[src/rtl/alu_exec_stage_if.sv]
// Request/write-back bundle between the control unit, register file and alu_exec_stage.
// master = control side (drives request), slave = the execute stage.
interface alu_exec_stage_if #(
   parameter int unsigned WIDTH = 16,
   parameter int unsigned ADDRW = 4
);
   logic             Start;
   logic [3:0]       Op;
   logic [WIDTH-1:0] A;
   logic [WIDTH-1:0] B;
   logic [ADDRW-1:0] Dst;
   logic [WIDTH-1:0] C;
   logic [ADDRW-1:0] Caddr;
   logic             Load;
   logic             Busy;
   logic             Done;
   logic             Err;
   logic [3:0]       Flags;

   modport master (
      output Start, Op, A, B, Dst,
      input  C, Caddr, Load, Busy, Done, Err, Flags
   );

   modport slave (
      input  Start, Op, A, B, Dst,
      output C, Caddr, Load, Busy, Done, Err, Flags
   );
endinterface

[src/rtl/alu_exec_stage.sv]
// Execute/write-back stage feeding the register file write port (C, Caddr, Load).
// Define ALU_MUL_EN to build the multi-cycle shift-add multiplier for opcode 9.
module alu_exec_stage #(
   parameter int unsigned WIDTH     = 16,
   parameter int unsigned ADDRW     = 4,
   parameter int unsigned MUL_STEPS = 16
) (
   input  logic            Clk,
   input  logic            Clear,
   alu_exec_stage_if.slave bus
);

   typedef enum logic [3:0] {
      OP_ADD  = 4'd0,
      OP_SUB  = 4'd1,
      OP_AND  = 4'd2,
      OP_OR   = 4'd3,
      OP_XOR  = 4'd4,
      OP_NOT  = 4'd5,
      OP_SHL  = 4'd6,
      OP_SHR  = 4'd7,
      OP_PASS = 4'd8,
      OP_MUL  = 4'd9
   } op_e;

`ifdef ALU_MUL_EN
   typedef enum logic [2:0] {S_IDLE, S_EXEC, S_MUL, S_WB, S_ERR} state_e;
`else
   typedef enum logic [2:0] {S_IDLE, S_EXEC, S_WB, S_ERR} state_e;
`endif

   state_e           r_state;
   state_e           w_state_nxt;
   op_e              r_op;
   logic [WIDTH-1:0] r_a;
   logic [WIDTH-1:0] r_b;
   logic [ADDRW-1:0] r_dst;
   logic [WIDTH-1:0] r_c;
   logic [ADDRW-1:0] r_caddr;
   logic [3:0]       r_flags;
   logic             w_accept;
   logic             w_op_legal;
   logic [WIDTH:0]   w_sum;
   logic [WIDTH:0]   w_diff;
   logic [WIDTH-1:0] w_res;
   logic             w_cy;
   logic             w_v;

`ifdef ALU_MUL_EN
   localparam int unsigned   CNTW      = (MUL_STEPS > 1) ? $clog2(MUL_STEPS) : 1;
   localparam logic [CNTW-1:0] LAST_STEP = CNTW'(MUL_STEPS - 1);

   logic [2*WIDTH-1:0] r_acc;
   logic [2*WIDTH-1:0] r_mcand;
   logic [2*WIDTH-1:0] w_acc_nxt;
   logic [WIDTH-1:0]   r_mplr;
   logic [CNTW-1:0]    r_cnt;
   logic               w_mul_last;

   assign w_op_legal = (bus.Op <= 4'd9);
`else
   assign w_op_legal = (bus.Op <= 4'd8);
`endif

   always_ff @(posedge Clk or negedge Clear) begin
      if (!Clear) r_state <= S_IDLE;
      else        r_state <= w_state_nxt;
   end

   always_comb begin
      w_state_nxt = r_state;
      w_accept    = 1'b0;
      case (r_state)
         S_IDLE: begin
            if (bus.Start) begin
               w_accept = 1'b1;
               if (!w_op_legal)           w_state_nxt = S_ERR;
`ifdef ALU_MUL_EN
               else if (bus.Op == OP_MUL) w_state_nxt = S_MUL;
`endif
               else                       w_state_nxt = S_EXEC;
            end
         end
         S_EXEC:  w_state_nxt = S_WB;
`ifdef ALU_MUL_EN
         S_MUL:   if (r_cnt == LAST_STEP) w_state_nxt = S_WB;
`endif
         S_WB:    w_state_nxt = S_IDLE;
         S_ERR:   w_state_nxt = S_IDLE;
         default: w_state_nxt = S_IDLE;
      endcase
   end

   assign bus.Load  = (r_state == S_WB);
   assign bus.Done  = (r_state == S_WB);
   assign bus.Busy  = (r_state != S_IDLE);
   assign bus.Err   = (r_state == S_ERR);
   assign bus.C     = r_c;
   assign bus.Caddr = r_caddr;
   assign bus.Flags = r_flags;

   // Operands and Dst are only sampled when a request is accepted in IDLE.
   always_ff @(posedge Clk or negedge Clear) begin
      if (!Clear) begin
         r_op  <= OP_ADD;
         r_a   <= '0;
         r_b   <= '0;
         r_dst <= '0;
      end else if (w_accept) begin
         r_op  <= op_e'(bus.Op);
         r_a   <= bus.A;
         r_b   <= bus.B;
         r_dst <= bus.Dst;
      end
   end

   always_comb begin
      w_sum  = {1'b0, r_a} + {1'b0, r_b};
      w_diff = {1'b0, r_a} - {1'b0, r_b};
      w_res  = '0;
      w_cy   = 1'b0;
      w_v    = 1'b0;
      case (r_op)
         OP_ADD: begin
            w_res = w_sum[WIDTH-1:0];
            w_cy  = w_sum[WIDTH];
            w_v   = (r_a[WIDTH-1] == r_b[WIDTH-1]) && (w_sum[WIDTH-1] != r_a[WIDTH-1]);
         end
         OP_SUB: begin
            w_res = w_diff[WIDTH-1:0];
            w_cy  = ~w_diff[WIDTH];
            w_v   = (r_a[WIDTH-1] != r_b[WIDTH-1]) && (w_diff[WIDTH-1] != r_a[WIDTH-1]);
         end
         OP_AND:  w_res = r_a & r_b;
         OP_OR:   w_res = r_a | r_b;
         OP_XOR:  w_res = r_a ^ r_b;
         OP_NOT:  w_res = ~r_a;
         OP_SHL:  w_res = r_a << r_b[3:0];
         OP_SHR:  w_res = r_a >> r_b[3:0];
         OP_PASS: w_res = r_b;
         default: w_res = '0;
      endcase
   end

`ifdef ALU_MUL_EN
   // Multiplier bits consumed LSB first; the multiplicand walks left across the wide accumulator.
   assign w_acc_nxt  = r_acc + (r_mplr[0] ? r_mcand : '0);
   assign w_mul_last = (r_state == S_MUL) && (r_cnt == LAST_STEP);

   always_ff @(posedge Clk or negedge Clear) begin
      if (!Clear) begin
         r_acc   <= '0;
         r_mcand <= '0;
         r_mplr  <= '0;
         r_cnt   <= '0;
      end else if (w_accept) begin
         r_acc   <= '0;
         r_mcand <= {{WIDTH{1'b0}}, bus.A};
         r_mplr  <= bus.B;
         r_cnt   <= '0;
      end else if (r_state == S_MUL) begin
         r_acc   <= w_acc_nxt;
         r_mcand <= r_mcand << 1;
         r_mplr  <= r_mplr >> 1;
         r_cnt   <= r_cnt + 1'b1;
      end
   end
`endif

   // Results land on the edge entering WB and then hold until the next WB.
   always_ff @(posedge Clk or negedge Clear) begin
      if (!Clear) begin
         r_c     <= '0;
         r_caddr <= '0;
         r_flags <= '0;
      end else if (r_state == S_EXEC) begin
         r_c     <= w_res;
         r_caddr <= r_dst;
         r_flags <= {w_res[WIDTH-1], (w_res == '0), w_cy, w_v};
      end
`ifdef ALU_MUL_EN
      else if (w_mul_last) begin
         r_c     <= w_acc_nxt[WIDTH-1:0];
         r_caddr <= r_dst;
         r_flags <= {w_acc_nxt[WIDTH-1], (w_acc_nxt[WIDTH-1:0] == '0),
                     (w_acc_nxt[2*WIDTH-1:WIDTH] != '0), 1'b0};
      end
`endif
   end

endmodule

[src/flat_wrapper.sv]
// flat-port wrapper written by rule: the top's interface ports become plain ports
module alu_exec_stage_flat 
#(
   parameter int unsigned WIDTH     = 16,
   parameter int unsigned ADDRW     = 4,
   parameter int unsigned MUL_STEPS = 16
)
  (Clk, Clear, bus_Start, bus_Op, bus_A, bus_B, bus_Dst, bus_C, bus_Caddr, bus_Load, bus_Busy, bus_Done, bus_Err, bus_Flags);
  alu_exec_stage_if #(.WIDTH(WIDTH), .ADDRW(ADDRW)) bus_i ();
  input  logic Clk;
  input  logic Clear;
  input wire logic [$bits(bus_i.Start)-1:0] bus_Start;
  input wire logic [$bits(bus_i.Op)-1:0] bus_Op;
  input wire logic [$bits(bus_i.A)-1:0] bus_A;
  input wire logic [$bits(bus_i.B)-1:0] bus_B;
  input wire logic [$bits(bus_i.Dst)-1:0] bus_Dst;
  output wire logic [$bits(bus_i.C)-1:0] bus_C;
  output wire logic [$bits(bus_i.Caddr)-1:0] bus_Caddr;
  output wire logic [$bits(bus_i.Load)-1:0] bus_Load;
  output wire logic [$bits(bus_i.Busy)-1:0] bus_Busy;
  output wire logic [$bits(bus_i.Done)-1:0] bus_Done;
  output wire logic [$bits(bus_i.Err)-1:0] bus_Err;
  output wire logic [$bits(bus_i.Flags)-1:0] bus_Flags;
  assign bus_i.Start = bus_Start;
  assign bus_i.Op = bus_Op;
  assign bus_i.A = bus_A;
  assign bus_i.B = bus_B;
  assign bus_i.Dst = bus_Dst;
  assign bus_C = bus_i.C;
  assign bus_Caddr = bus_i.Caddr;
  assign bus_Load = bus_i.Load;
  assign bus_Busy = bus_i.Busy;
  assign bus_Done = bus_i.Done;
  assign bus_Err = bus_i.Err;
  assign bus_Flags = bus_i.Flags;
  alu_exec_stage #(.WIDTH(WIDTH), .ADDRW(ADDRW), .MUL_STEPS(MUL_STEPS)) u_core (.Clk(Clk), .Clear(Clear), .bus(bus_i));
endmodule
[config.mk]
export PLATFORM = sky130hd
export DESIGN_NAME = alu_exec_stage_flat
export DESIGN_NICKNAME = d
export VERILOG_FILES = /design/src/rtl/alu_exec_stage_if.sv /design/src/rtl/alu_exec_stage.sv /design/src/flat_wrapper.sv
export SDC_FILE = /design/constraint.sdc
export NUM_CORES = 1
export LEC_CHECK = 0
export ABC_AREA = 1
export CORE_MARGIN = 4
export CORE_UTILIZATION = 31
export CTS_CLUSTER_SIZE = 10
export DETAILED_ROUTE_END_ITERATION = 10
export GPL_TIMING_DRIVEN = 1
export HOLD_SLACK_MARGIN = 0.06
export PLACE_DENSITY = 0.62
export SETUP_SLACK_MARGIN = 0.5
export SLEW_MARGIN = 20
export SYNTH_ARGS = -nofsm -noshare
export SYNTH_HDL_FRONTEND = slang
export SYNTH_SLANG_ARGS = --single-unit
[constraint.sdc]
create_clock -name Clk -period 2.2 [get_ports Clk]
set_input_delay 0.33 -clock Clk [delete_from_list [all_inputs] [get_ports Clk]]
set_output_delay 0.33 -clock Clk [all_outputs]
set_load 0.1 [all_outputs]
==> results.json <==
{
  "outcome": "finished with violations",
  "violations": "setup timing",
  "design.die.area_um2": 24100,
  "dieHeight_um": 155,
  "p_sw_frac": 0.542,
  "global_route.overflow_total": 0,
  "tightest_slew_ps": 546,
  "max_cap_viol_count": 0,
  "synth_area_leaders": "sky130_fd_sc_hd__dfrtp_1 (24%), sky130_fd_sc_hd__nand2_1 (21%), sky130_fd_sc_hd__nand3_1 (14%)",
  "vias_per_cell": 5.15,
  "vdd_ir_drop_max_v": 0.000608,
  "htree_levels": 3,
  "post_drt_wl_per_cell_um": 17.5,
  "timing.final.ws_setup_ps": -48.1,
  "max_stage_delay_ps": 420,
  "synth_top_family_by_area": "simple AND/OR/NAND/NOR gates",
  "worst_ep_required_time_ps": 2490,
  "xor_xnor_fraction_of_synth_area": 0.00261,
  "cts_num_sinks": 65,
  "sequentialPowerShare": 0.118,
  "tritoncts": "built",
  "leakagePower_nw": 5.16,
  "worst_path_maximum_fanout": 3,
  "ios": 71,
  "maxSlewHeadroom": 0.635,
  "antenna-diode-count": 0,
  "syn-instance-count": 1121,
  "detail_route.drc_violations": 0,
  "floorplan.initialDensity": 0.317,
  "core_region_area_um2": 21200,
  "worstSetupPathType": "flip-flop to flip-flop",
  "comb_power_share": 0.789,
  "grt_first_pass_wirelength_um": 43600,
  "routed-via-count": 8454,
  "place_congestion": 1.06,
  "setup.worst_path.end_class": "flip-flop",
  "clk_latency_ps": 350,
  "crit_chain": "inv_2, ha_4, inv_4, fa_2, nand2_2, nand2_4, nand2_2, inv_2, nand3_4, nand4_1, nand2_1, nor2_1, nor2_2, nand2_1, nor2_2, nand3_1, nand2_1",
  "synth-adder-area-share": 0.0973,
  "dp.cells": 1601,
  "finalMaxSlewViolations": 0,
  "post-synth-top-area-cell": "sky130_fd_sc_hd__dfrtp_1",
  "synth_simple_gate_area_share": 0.451,
  "synthesis.yosys.warnings": 0,
  "detailedRoute.firstIterationViolations": 619,
  "setup_viol_count_final": 2,
  "clockPowerShare": 0.093,
  "final_hold_viol_count": 0,
  "synth-async-reset-ratio": 1.00,
  "critPathSlowestCell": "sky130_fd_sc_hd__dfrtp_1",
  "total_nets_final": 1456,
  "p_sw_mw": 8.73,
  "synth_enable_flop_cells": 0,
  "critPathMostFrequentCell": "sky130_fd_sc_hd__nand2_1",
  "grt_pass1_vias": 8098,
  "postSynthRegisterBits": 65,
  "cp_data_arrival_time_ps": 2540,
  "place_hpwl_um": 22600,
  "synth.area.mux_share": 0,
  "cts.root.buffer_cell": "sky130_fd_sc_hd__clkbuf_16",
  "syn-num-nets": 1215,
  "clkTransAtPathRegs_ps": 60,
  "synth-seq-area-share": 0.242,
  "drt_first_pass_iters": 5,
  "initial_antenna_violation_count": 0,
  "finalHoldWorstSlack_ps": 480,
  "internal_power_consumption_mw": 7.37,
  "post_synthesis_instance_area_um2": 6710,
  "instances_no_fill": 1642,
  "pin_count_of_the_biggest_net_entering_global_routing": 79,
  "cp_launch_type": "flip-flop",
  "synth_largest_type_area_fraction": 0.242,
  "cts_made_buffers": 9,
  "die_x_um": 155,
  "synth_compound_area_frac": 0.102,
  "row_count": 53,
  "cts.path.max_buffers": 2,
  "post_route_cells_drive_above_1_share": 0.382,
  "io_buffers": 70,
  "layout.filler_cells": 2109,
  "unrepaired_setup_endpoints_after_global_routing": "true",
  "globalRouteTotalUtil": 0.234,
  "post-route-period-util": 1.02,
  "min_path_type": "flip-flop to flip-flop",
  "area.growth.synth_to_final_pct": 57.0,
  "final_antenna_net_count": 0,
  "routed_wl_um": 28800,
  "fmaxAchievable_mhz": 445,
  "netlist-cell-type-count": 38,
  "final.min_clock_period_ps": 2250,
  "synth-main-ff-cell": "sky130_fd_sc_hd__dfrtp_1",
  "syn_avg_cell_area_um2": 5.99,
  "final.setup_skew_ps": 6.99,
  "power_per_standard_cell_area_nw_per_um2": 1530
}
repair_timing:
action                     CTS  global route
gates cloned                 0             1
hold buffers                 1             0
hold endpoints to repair    65             0
pin swaps                   54            39
setup buffers               20             3
resized for setup          211           106
setup endpoints to repair   19            19
cell usage in the layout (no fill, tap or decap), types with 4 or more instances in the layout:
cell type	Yosys	routed
sky130_fd_sc_hd__buf_6	4	20
sky130_fd_sc_hd__nor2_1	112	71
sky130_fd_sc_hd__nor3_2	0	5
sky130_fd_sc_hd__a31oi_1	4	4
sky130_fd_sc_hd__nand3_2	0	27
sky130_fd_sc_hd__ha_2	0	9
sky130_fd_sc_hd__nand3_4	0	5
sky130_fd_sc_hd__inv_2	7	34
sky130_fd_sc_hd__buf_12	0	4
sky130_fd_sc_hd__clkdlybuf4s50_1	0	41
sky130_fd_sc_hd__a21oi_4	0	5
sky130_fd_sc_hd__clkbuf_16	0	10
sky130_fd_sc_hd__nand4_1	11	11
sky130_fd_sc_hd__nand2_1	368	297
sky130_fd_sc_hd__nand2_4	1	14
sky130_fd_sc_hd__ha_4	0	20
sky130_fd_sc_hd__nor2_4	1	12
sky130_fd_sc_hd__a21oi_2	0	15
sky130_fd_sc_hd__o21ai_1	5	26
sky130_fd_sc_hd__o211ai_1	4	4
sky130_fd_sc_hd__nand3_1	187	155
sky130_fd_sc_hd__o21ai_0	67	43
sky130_fd_sc_hd__ha_1	49	20
sky130_fd_sc_hd__nand3b_1	5	5
sky130_fd_sc_hd__a21oi_1	35	15
sky130_fd_sc_hd__dfrtp_1	65	63
sky130_fd_sc_hd__inv_4	1	6
sky130_fd_sc_hd__nand2_2	11	69
sky130_fd_sc_hd__o22ai_1	6	6
sky130_fd_sc_hd__inv_1	105	72
sky130_fd_sc_hd__nor2_2	2	32
sky130_fd_sc_hd__buf_4	10	209
layout make-up:
cell class                 count  area (um2)  share of cell area
multi-input combinational    893        5460               0.518
timing repair buffer         279        2350               0.223
sequential                    65        1630               0.155
inverter                     114         447              0.0424
tap                          275         344              0.0327
clock buffer                   9         225              0.0214
clock inverter                 7        77.6             0.00736
path summary, 6_finish.rpt:
kind,from,end,slack [ps],depth (start not counted)
max,u_core.r_a[0]$_DFFE_PN0P_,u_core.bus.Flags[2]$_DFFE_PN0P_,-50,17
min,u_core.r_dst[0]$_DFFE_PN0P_,u_core.bus.Caddr[0]$_DFFE_PN0P_,480,2
min reg2reg,u_core.r_dst[0]$_DFFE_PN0P_,u_core.bus.Caddr[0]$_DFFE_PN0P_,480,2
min in group asynchronous,Clear,u_core.bus.C[0]$_DFFE_PN0P_,500,3
max in group asynchronous,Clear,u_core.r_b[0]$_DFFE_PN0P_,1340,3
max reg2reg,u_core.r_a[0]$_DFFE_PN0P_,u_core.bus.Flags[2]$_DFFE_PN0P_,-50,17
metal layers:
metal  global-route usage  vias up  wire (um)
met5                    0        -          0
met4                0.109        0       1490
met3               0.0364       83       1840
met2                0.376      298      13200
met1                0.307     3963      12300
li1                     -     4110          -
logic make-up (layout without fill, tap and decap cells):
group / after synthesis / in the layout
simple gates: 712 / 712
flops: 65 / 65
compound gates: 128 / 128
buf+inv: 163 / 409
xor+xnor: 2 / 2
fa+ha+maj: 51 / 51
critical path, delay by kind of cell (launching register included):
family	cells	cell delay, ps
adder cells (fa/ha/maj)	2	540
flip-flops	1	420
buffers and inverters	3	200
AND/OR/NAND/NOR	12	1020
through the flow:
step	setup slack, ps	power (mW)	util	cell area [um2]	setup TNS (ps)
after floorplan	43.0	8.11	-	6840	0
after global placement	-210	12.1	0.420	8890	-609
after detailed placement	-180	12.1	0.420	8890	-643
after CTS	3.24	15.1	0.477	10100	0
after global routing	-166	17.0	0.498	10500	-536
final	-48.1	16.1	0.498	10500	-76.8
sequential cells by signal, summed over array words and instances, names as in the netlist:
name and flops:
u_core.r_a 16, u_core.bus.C 16, u_core.r_dst 4, u_core.r_b 16
u_core.bus.Caddr 4, u_core.r_state 2, u_core.bus.Flags 3, u_core.r_op 4
synth_stat cells (2+ instances only):
master                       n
sky130_fd_sc_hd__a21oi_1    35
sky130_fd_sc_hd__a31oi_1     4
sky130_fd_sc_hd__and2_1      2
sky130_fd_sc_hd__buf_1       2
sky130_fd_sc_hd__buf_2      19
sky130_fd_sc_hd__buf_4      10
sky130_fd_sc_hd__buf_6       4
sky130_fd_sc_hd__clkbuf_1   13
sky130_fd_sc_hd__dfrtp_1    65
sky130_fd_sc_hd__fa_1        2
sky130_fd_sc_hd__ha_1       49
sky130_fd_sc_hd__inv_1     105
sky130_fd_sc_hd__inv_2       7
sky130_fd_sc_hd__nand2_1   368
sky130_fd_sc_hd__nand2_2    11
sky130_fd_sc_hd__nand3_1   187
sky130_fd_sc_hd__nand3b_1    5
sky130_fd_sc_hd__nand4_1    11
sky130_fd_sc_hd__nor2_1    112
sky130_fd_sc_hd__nor2_2      2
sky130_fd_sc_hd__nor3_1      9
sky130_fd_sc_hd__o211ai_1    4
sky130_fd_sc_hd__o21ai_0    67
sky130_fd_sc_hd__o21ai_1     5
sky130_fd_sc_hd__o21bai_1    4
sky130_fd_sc_hd__o22ai_1     6
sky130_fd_sc_hd__or2_2       2
power groups by stage:
stage / Clock [mW] / Combinational (mW) / Sequential [mW]
global route: 1.56 / 13.5 / 1.96
global placement: 0 / 10.2 / 1.89
detailed placement: 0 / 10.2 / 1.90
finish: 1.50 / 12.7 / 1.91
floorplan: 0 / 4.93 / 3.18
CTS: 1.52 / 11.7 / 1.89
Power figures use the tool's default switching activity.
